[src/rtl/result_frame_tx.sv]
// rtl/result_frame_tx.sv - buffered result framer emitting header/data/checksum byte frames
//
// Purpose: accepts {op, data} results from the result mux into a DEPTH-entry
// FIFO and sends each one as a 3-byte frame: {4'hA, op}, data, and
// ~(header + data). A sticky overflow flag records pushes made while full.
//
// Ports:
//   clk, rst_n           clock, synchronous active-low reset
//   in_valid/in_ready    producer handshake; in_ready is registered (not full)
//   in_op, in_data       operation code and result byte
//   out_valid/out_ready  consumer byte handshake
//   out_data             current frame byte (0 when idle)
//   frame_start          high while the header byte is presented
//   overflow, clr_ovf    sticky drop flag and its clear
//   level                FIFO occupancy, excluding the frame in flight

module result_frame_tx #(
   parameter int DEPTH = 4
) (
   input  logic                    clk,
   input  logic                    rst_n,
   input  logic                    in_valid,
   input  logic [3:0]              in_op,
   input  logic [7:0]              in_data,
   output logic                    in_ready,
   output logic                    out_valid,
   output logic [7:0]              out_data,
   input  logic                    out_ready,
   output logic                    frame_start,
   output logic                    overflow,
   input  logic                    clr_ovf,
   output logic [$clog2(DEPTH):0]  level
);

   localparam int AW = $clog2(DEPTH);
   localparam int LW = AW + 1;
   localparam logic [LW-1:0] FULL_LEVEL = LW'(DEPTH);

   typedef enum logic [1:0] {
      S_IDLE,
      S_HDR,
      S_DAT,
      S_CHK
   } state_t;

   state_t          state_q, state_d;
   logic [11:0]     mem_q [DEPTH];
   logic [AW-1:0]   wr_ptr_q, rd_ptr_q;
   logic [LW-1:0]   level_q, level_d;
   logic [3:0]      hop_q;
   logic [7:0]      hdata_q;
   logic            in_ready_q;
   logic            ovf_q, ovf_d;
   logic            push, drop, pop;
   logic [7:0]      hdr_byte;
   logic [7:0]      sum_byte;
   logic [7:0]      chk_byte;

   // in_ready_q already reflects the pre-cycle level, so a full FIFO
   // rejects a push even in a cycle that also pops.
   assign push = in_valid & in_ready_q;
   assign drop = in_valid & ~in_ready_q;

   assign hdr_byte = {4'hA, hop_q};
   assign sum_byte = hdr_byte + hdata_q;
   assign chk_byte = ~sum_byte;

   assign in_ready = in_ready_q;
   assign overflow = ovf_q;
   assign level    = level_q;

   always_comb begin
      state_d     = state_q;
      pop         = 1'b0;
      out_valid   = 1'b0;
      out_data    = 8'h00;
      frame_start = 1'b0;
      case (state_q)
         S_IDLE: begin
            if (level_q != '0) begin
               pop     = 1'b1;
               state_d = S_HDR;
            end
         end
         S_HDR: begin
            out_valid   = 1'b1;
            out_data    = hdr_byte;
            frame_start = 1'b1;
            if (out_ready) state_d = S_DAT;
         end
         S_DAT: begin
            out_valid = 1'b1;
            out_data  = hdata_q;
            if (out_ready) state_d = S_CHK;
         end
         S_CHK: begin
            out_valid = 1'b1;
            out_data  = chk_byte;
            if (out_ready) begin
               // Load the next frame directly so back-to-back frames have no gap.
               if (level_q != '0) begin
                  pop     = 1'b1;
                  state_d = S_HDR;
               end else begin
                  state_d = S_IDLE;
               end
            end
         end
         default: state_d = S_IDLE;
      endcase
   end

   always_comb begin
      level_d = level_q;
      case ({push, pop})
         2'b10:   level_d = level_q + 1'b1;
         2'b01:   level_d = level_q - 1'b1;
         default: level_d = level_q;
      endcase
   end

   // A drop in the same cycle as a clear leaves the flag set.
   always_comb begin
      ovf_d = ovf_q;
      if (drop)         ovf_d = 1'b1;
      else if (clr_ovf) ovf_d = 1'b0;
   end

   always_ff @(posedge clk) begin
      if (!rst_n) begin
         state_q    <= S_IDLE;
         wr_ptr_q   <= '0;
         rd_ptr_q   <= '0;
         level_q    <= '0;
         hop_q      <= '0;
         hdata_q    <= '0;
         in_ready_q <= 1'b0;
         ovf_q      <= 1'b0;
      end else begin
         state_q    <= state_d;
         level_q    <= level_d;
         in_ready_q <= (level_d != FULL_LEVEL);
         ovf_q      <= ovf_d;
         if (push) wr_ptr_q <= wr_ptr_q + 1'b1;
         if (pop) begin
            rd_ptr_q         <= rd_ptr_q + 1'b1;
            {hop_q, hdata_q} <= mem_q[rd_ptr_q];
         end
      end
   end

   // Storage is not reset; entries are only ever read behind the write pointer.
   always_ff @(posedge clk) begin
      if (rst_n && push) mem_q[wr_ptr_q] <= {in_op, in_data};
   end

endmodule

[config.mk]
export PLATFORM = sky130hd
export DESIGN_NAME = result_frame_tx
export DESIGN_NICKNAME = d
export VERILOG_FILES = /design/src/rtl/result_frame_tx.sv
export SDC_FILE = /design/constraint.sdc
export NUM_CORES = 1
export LEC_CHECK = 0
export CORE_ASPECT_RATIO = 0.75
export CORE_MARGIN = 8
export CORE_UTILIZATION = 40
export CTS_CLUSTER_SIZE = 10
export DETAILED_ROUTE_END_ITERATION = 8
export GPL_TIMING_DRIVEN = 0
export PLACE_DENSITY = 0.66
export SYNTH_ARGS = -nofsm -noshare
export SYNTH_HDL_FRONTEND = slang
export SYNTH_SLANG_ARGS = --single-unit
export TNS_END_PERCENT = 100
[constraint.sdc]
create_clock -name clk -period 7.3 [get_ports clk]
set_input_delay 1.825 -clock clk [delete_from_list [all_inputs] [get_ports clk]]
set_output_delay 1.825 -clock clk [all_outputs]
set_load 0.1 [all_outputs]
; Word-level counts from Yosys, hierarchy flattened
; Memory sizes are Yosys's and may differ from the RTL's. A register that Yosys moved wholly into a read port is not among the register bits.
; Index checks and enable logic that the tools add are counted.
[word_totals]
word_cells = 50
output_inout_bits = 15
in_bits = 17
regBits = 11
ramBits = 48
mem_count = 1
[classes]
n_mux = 17
addsub = 5
eq_ne = 10
n_bitwise = 4
reduce_logical = 7
[mem_list]
columns = memory, words, word_bits, rd, rd_ports_with_merged_regs, write_ports, line_no
row1 = mem_q, 4, 12, 1, 1, 1, 47  ; logic [11:0] mem_q [DEPTH];
[op_table]
columns = op, n
row1 = $pmux 8 s3, 1
row2 = $mux 1, 9
row3 = $add 8x8->8, 1
row4 = $mux 2, 4
row5 = $ne 2x2->1 const B, 4
row6 = $not 8->8, 1
row7 = $pmux 2 s4, 1
row8 = $eq 2x2->1 const B, 3
row9 = $pmux 3 s2, 1
row10 = $add 2x1->2 const B, 2
row11 = $eq 2x1->1 const B, 2
row12 = $reduce_and 4->1, 1
row13 = $add 3x1->3 const B, 1
row14 = $ne 3x3->1 const B, 1
row15 = $reduce_bool 3->1, 1
row16 = $reduce_or 3->1, 1
row17 = $sub 3x1->3 const B, 1
row18 = $and 1x1->1, 2
row19 = $logic_not 2->1, 1
row20 = $pmux 1 s2, 1
row21 = $reduce_bool 2->1, 1
row22 = $logic_and 1x1->1, 1
row23 = $logic_not 1->1, 1
row24 = $not 1->1, 1

; Logic depth before layout (Yosys ltp)
[depth]
word_depth = 7
depth_mapped = 14
depth_no_buf = 12

; Least setup slack after synthesis
; OpenSTA, ideal clock, no wires.
[synth_timing]
kind = register to output
from = reg hop_q[0], read port of mem_q
to = out out_data[6]
path_buffers = 0
path_stages_with_launch = 7
slack_ps = 941
t_arrival_ps = 4534
required_time_ps = 5475
path_cell_list = dfxtp_1 -> ha_1 -> fa_1 -> a21o_1 -> a21o_1 -> nand2_1 -> o311ai_0
[synth_between]
elab_chain_cells = 3
[synth_lines]
columns = item, line_no
row1 = "start, declared", 50  ; logic [3:0] hop_q;
row2 = $add 8x8->8, 65  ; assign sum_byte = hdr_byte + hdata_q;
row3 = $not 8->8, 66  ; assign chk_byte = ~sum_byte;
row4 = $pmux 8 s3, 78  ; case (state_q)
row5 = "end, declared", 27  ; output logic [7:0] out_data,
; No other way between the ends.

; Worst setup path in the final report
; Ends and elaborated chain as after synthesis.

==> results_dict.tcl <==
set metrics [dict create \
    netlist_top_cells_area "edfxtp_1 44%, dfxtp_1 14%, mux4_2 8.2%, ha_1 5.3%, nand2_1 3.5%" \
    synthCells 250 \
    synth-main-ff-cell "edfxtp_1" \
    routedWlPerCell_um 15.40 \
    dieArea_um2 11430 \
    die_h_um 94.63 \
    seq_area_frac_synth 0.5769 \
    crit_type "register to primary output" \
    netlist_area_um2 3297 \
    core_area_um2 7953 \
    drv_slew 0 \
    detail_route.iter0.violations 170 \
    grt_pass1_wl_mm 10.45 \
    gp_congestion 0.7701 \
    p_total_mw 1.487 \
    syn_nets 283 \
    critical_path.max_fanout 3 \
    hp-class "register to register" \
    layout-drive-gt1-share 0.1481 \
    final_cell_mix "48 x edfxtp_1, 31 x nand2_1, 31 x clkdlybuf4s50_1" \
    cts_sinks 71 \
    required_ns 5.48 \
    holdWs_ns 0.5030 \
    post_cts_resized 0 \
    ys_warn_count 0 \
    route.detailed.drc 0 \
    ios 32 \
    final_area_um2 3934 \
    rows 28 \
    dp_cells 386 \
    fin_crit_ns 5.004 \
    end_kind "primary output" \
    synth-edff-count 48 \
    tns_ns 0 \
    hold_violations 0 \
    p_leak_nw 1.355 \
    fin_crit_sh 0.6855 \
    grt_max_degree 14 \
    portBuffers 31 \
    cts_setup_buffers 0 \
    synth-seq-cells 71 \
    grtUsageTotal 0.1164 \
    slew_headroom 0.3501 \
    cap_viol_max_count 0 \
    status "finished clean" \
    post-place-ws_ns 2.653 \
    antenna_left 0 \
    yosysUniqueCellTypes 43 \
    clk_latency_ns 0.34 \
    vias 2030 \
    cts.hold.buffers_added 0 \
    area_growth_pct 19.32 \
    grt_setup_unrepaired "false" \
    setup_viol 0 \
    start_util 0.4146 \
    synth_top_area_cell "edfxtp_1" \
    dieWidth_um 120.8 \
    finClkSkew_ns 0.007851 \
    synth_top_area_share 0.4372 \
    firstDrtPassIters 4 \
    dp_hpwl_mm 4.473 \
    tritoncts "yes" \
    clk_pin_slew_ns 0.07 \
    synthArstFlopShare 0 \
    max_freq_mhz 199.8 \
    finalNetCount 325 \
    antenna_found_initial 0 \
    start_kind "register" \
    p_per_area_nw_per_um2 378.0 \
    max-vdd-ir-drop_uv 178.9 \
    htreeDepth 3 \
    cts_buffers 9 \
    fin_cells 402 \
    cts.path.max_buffers 2 \
    viasPerCell 5.050 \
    post-route-util 0.4947 \
    overflow 0 \
    placed_cell_area_um2 3739 \
    syn_area_per_cell_um2 13.19 \
    layout_commonest_cell "edfxtp_1" \
    routed_wl_mm 6.192 \
    fin_ws_ns 2.296 \
    n_antenna_cell 0 \
    grt_pass1_vias 2061 \
    critical_path_arrival_ns 3.18 \
    cts_root_buf "clkbuf_8" \
    worstMarginPinSlew_ns 0.9718 \
]
metal layers:
metal,share of wire,global-route usage,vias to the layer above
met3,0.062,0.04114,7
met4,0.013,0.03834,0
met2,0.44,0.1749,51
li1,-,-,1002
met1,0.48,0.1540,970
met5,0,0,-
where the power goes:
part	switching, mW	leakage (nW)	internal [mW]
Clock	0.149	0.0953	0.158
Combinational	0.413	0.638	0.242
Sequential	0.0466	0.622	0.478
flip-flops by register name, summed over array words and instances (netlist names):
register	flops
wr_ptr_q	2
mem_q	48
level	3
in_ready	1
overflow	1
hdata_q	8
rd_ptr_q	2
state_q	2
hop_q	4
synth_stat cells, drive strengths merged (2+ instances only):
cell / count
edfxtp: 48
nand2: 32
dfxtp: 23
ha: 14
a21boi: 13
inv: 13
mux4: 12
nor2: 10
and2: 9
a21oi: 7
clkbuf: 7
o21ai: 6
a21o: 5
buf: 5
xnor2: 5
nand3: 4
nor3: 4
a211oi: 3
a31oi: 3
o21a: 3
and3: 2
fa: 2
nor2b: 2
o2111ai: 2
o211ai: 2
xor2: 2
critical path, stage by stage (launching register included):
cell and delay (ns):
dfxtp_1 0.34, ha_1 0.25, fa_1 0.42, a21o_1 0.20
a21oi_1 0.19, o2111ai_1 0.13, o311ai_0 0.12, clkdlybuf4s50_1 1.20
area by class of cell:
type,instances,area (um2)
buffer,12,83.83
multi-input combinational,153,1254
tap,105,131.4
clock inverter,7,71.32
inverter,14,57.56
fill,709,4019
clock buffer,9,123.9
timing repair buffer,31,310.3
sequential,71,1902
path summary, 6_finish.rpt:
| check | start | end | slack (ns) | depth (start not counted) |
|---|---|---|---|---|
| setup / recovery | hop_q[0] | out_data[6] | 2.30 | 7 |
| setup reg to reg | state_q[1] | in_ready | 4.28 | 12 |
| hold reg to reg | hdata_q[3] | hdata_q[3] | 0.50 | 2 |
| hold / removal | hdata_q[3] | hdata_q[3] | 0.50 | 2 |
logic make-up (layout without fill, tap and decap cells):
logic type,count (synthesis),after routing,synth area share
AO/OA/AOI/OAI,49,49,0.1127
AND/OR/NAND/NOR,67,67,0.09526
multiplexers,14,14,0.08843
buffers and inverters,26,73,0.04289
adder cells (fa/ha/maj),16,16,0.06528
XOR/XNOR,7,7,0.01860
flip-flops,71,71,0.5768
Power figures use the tool's default switching activity.
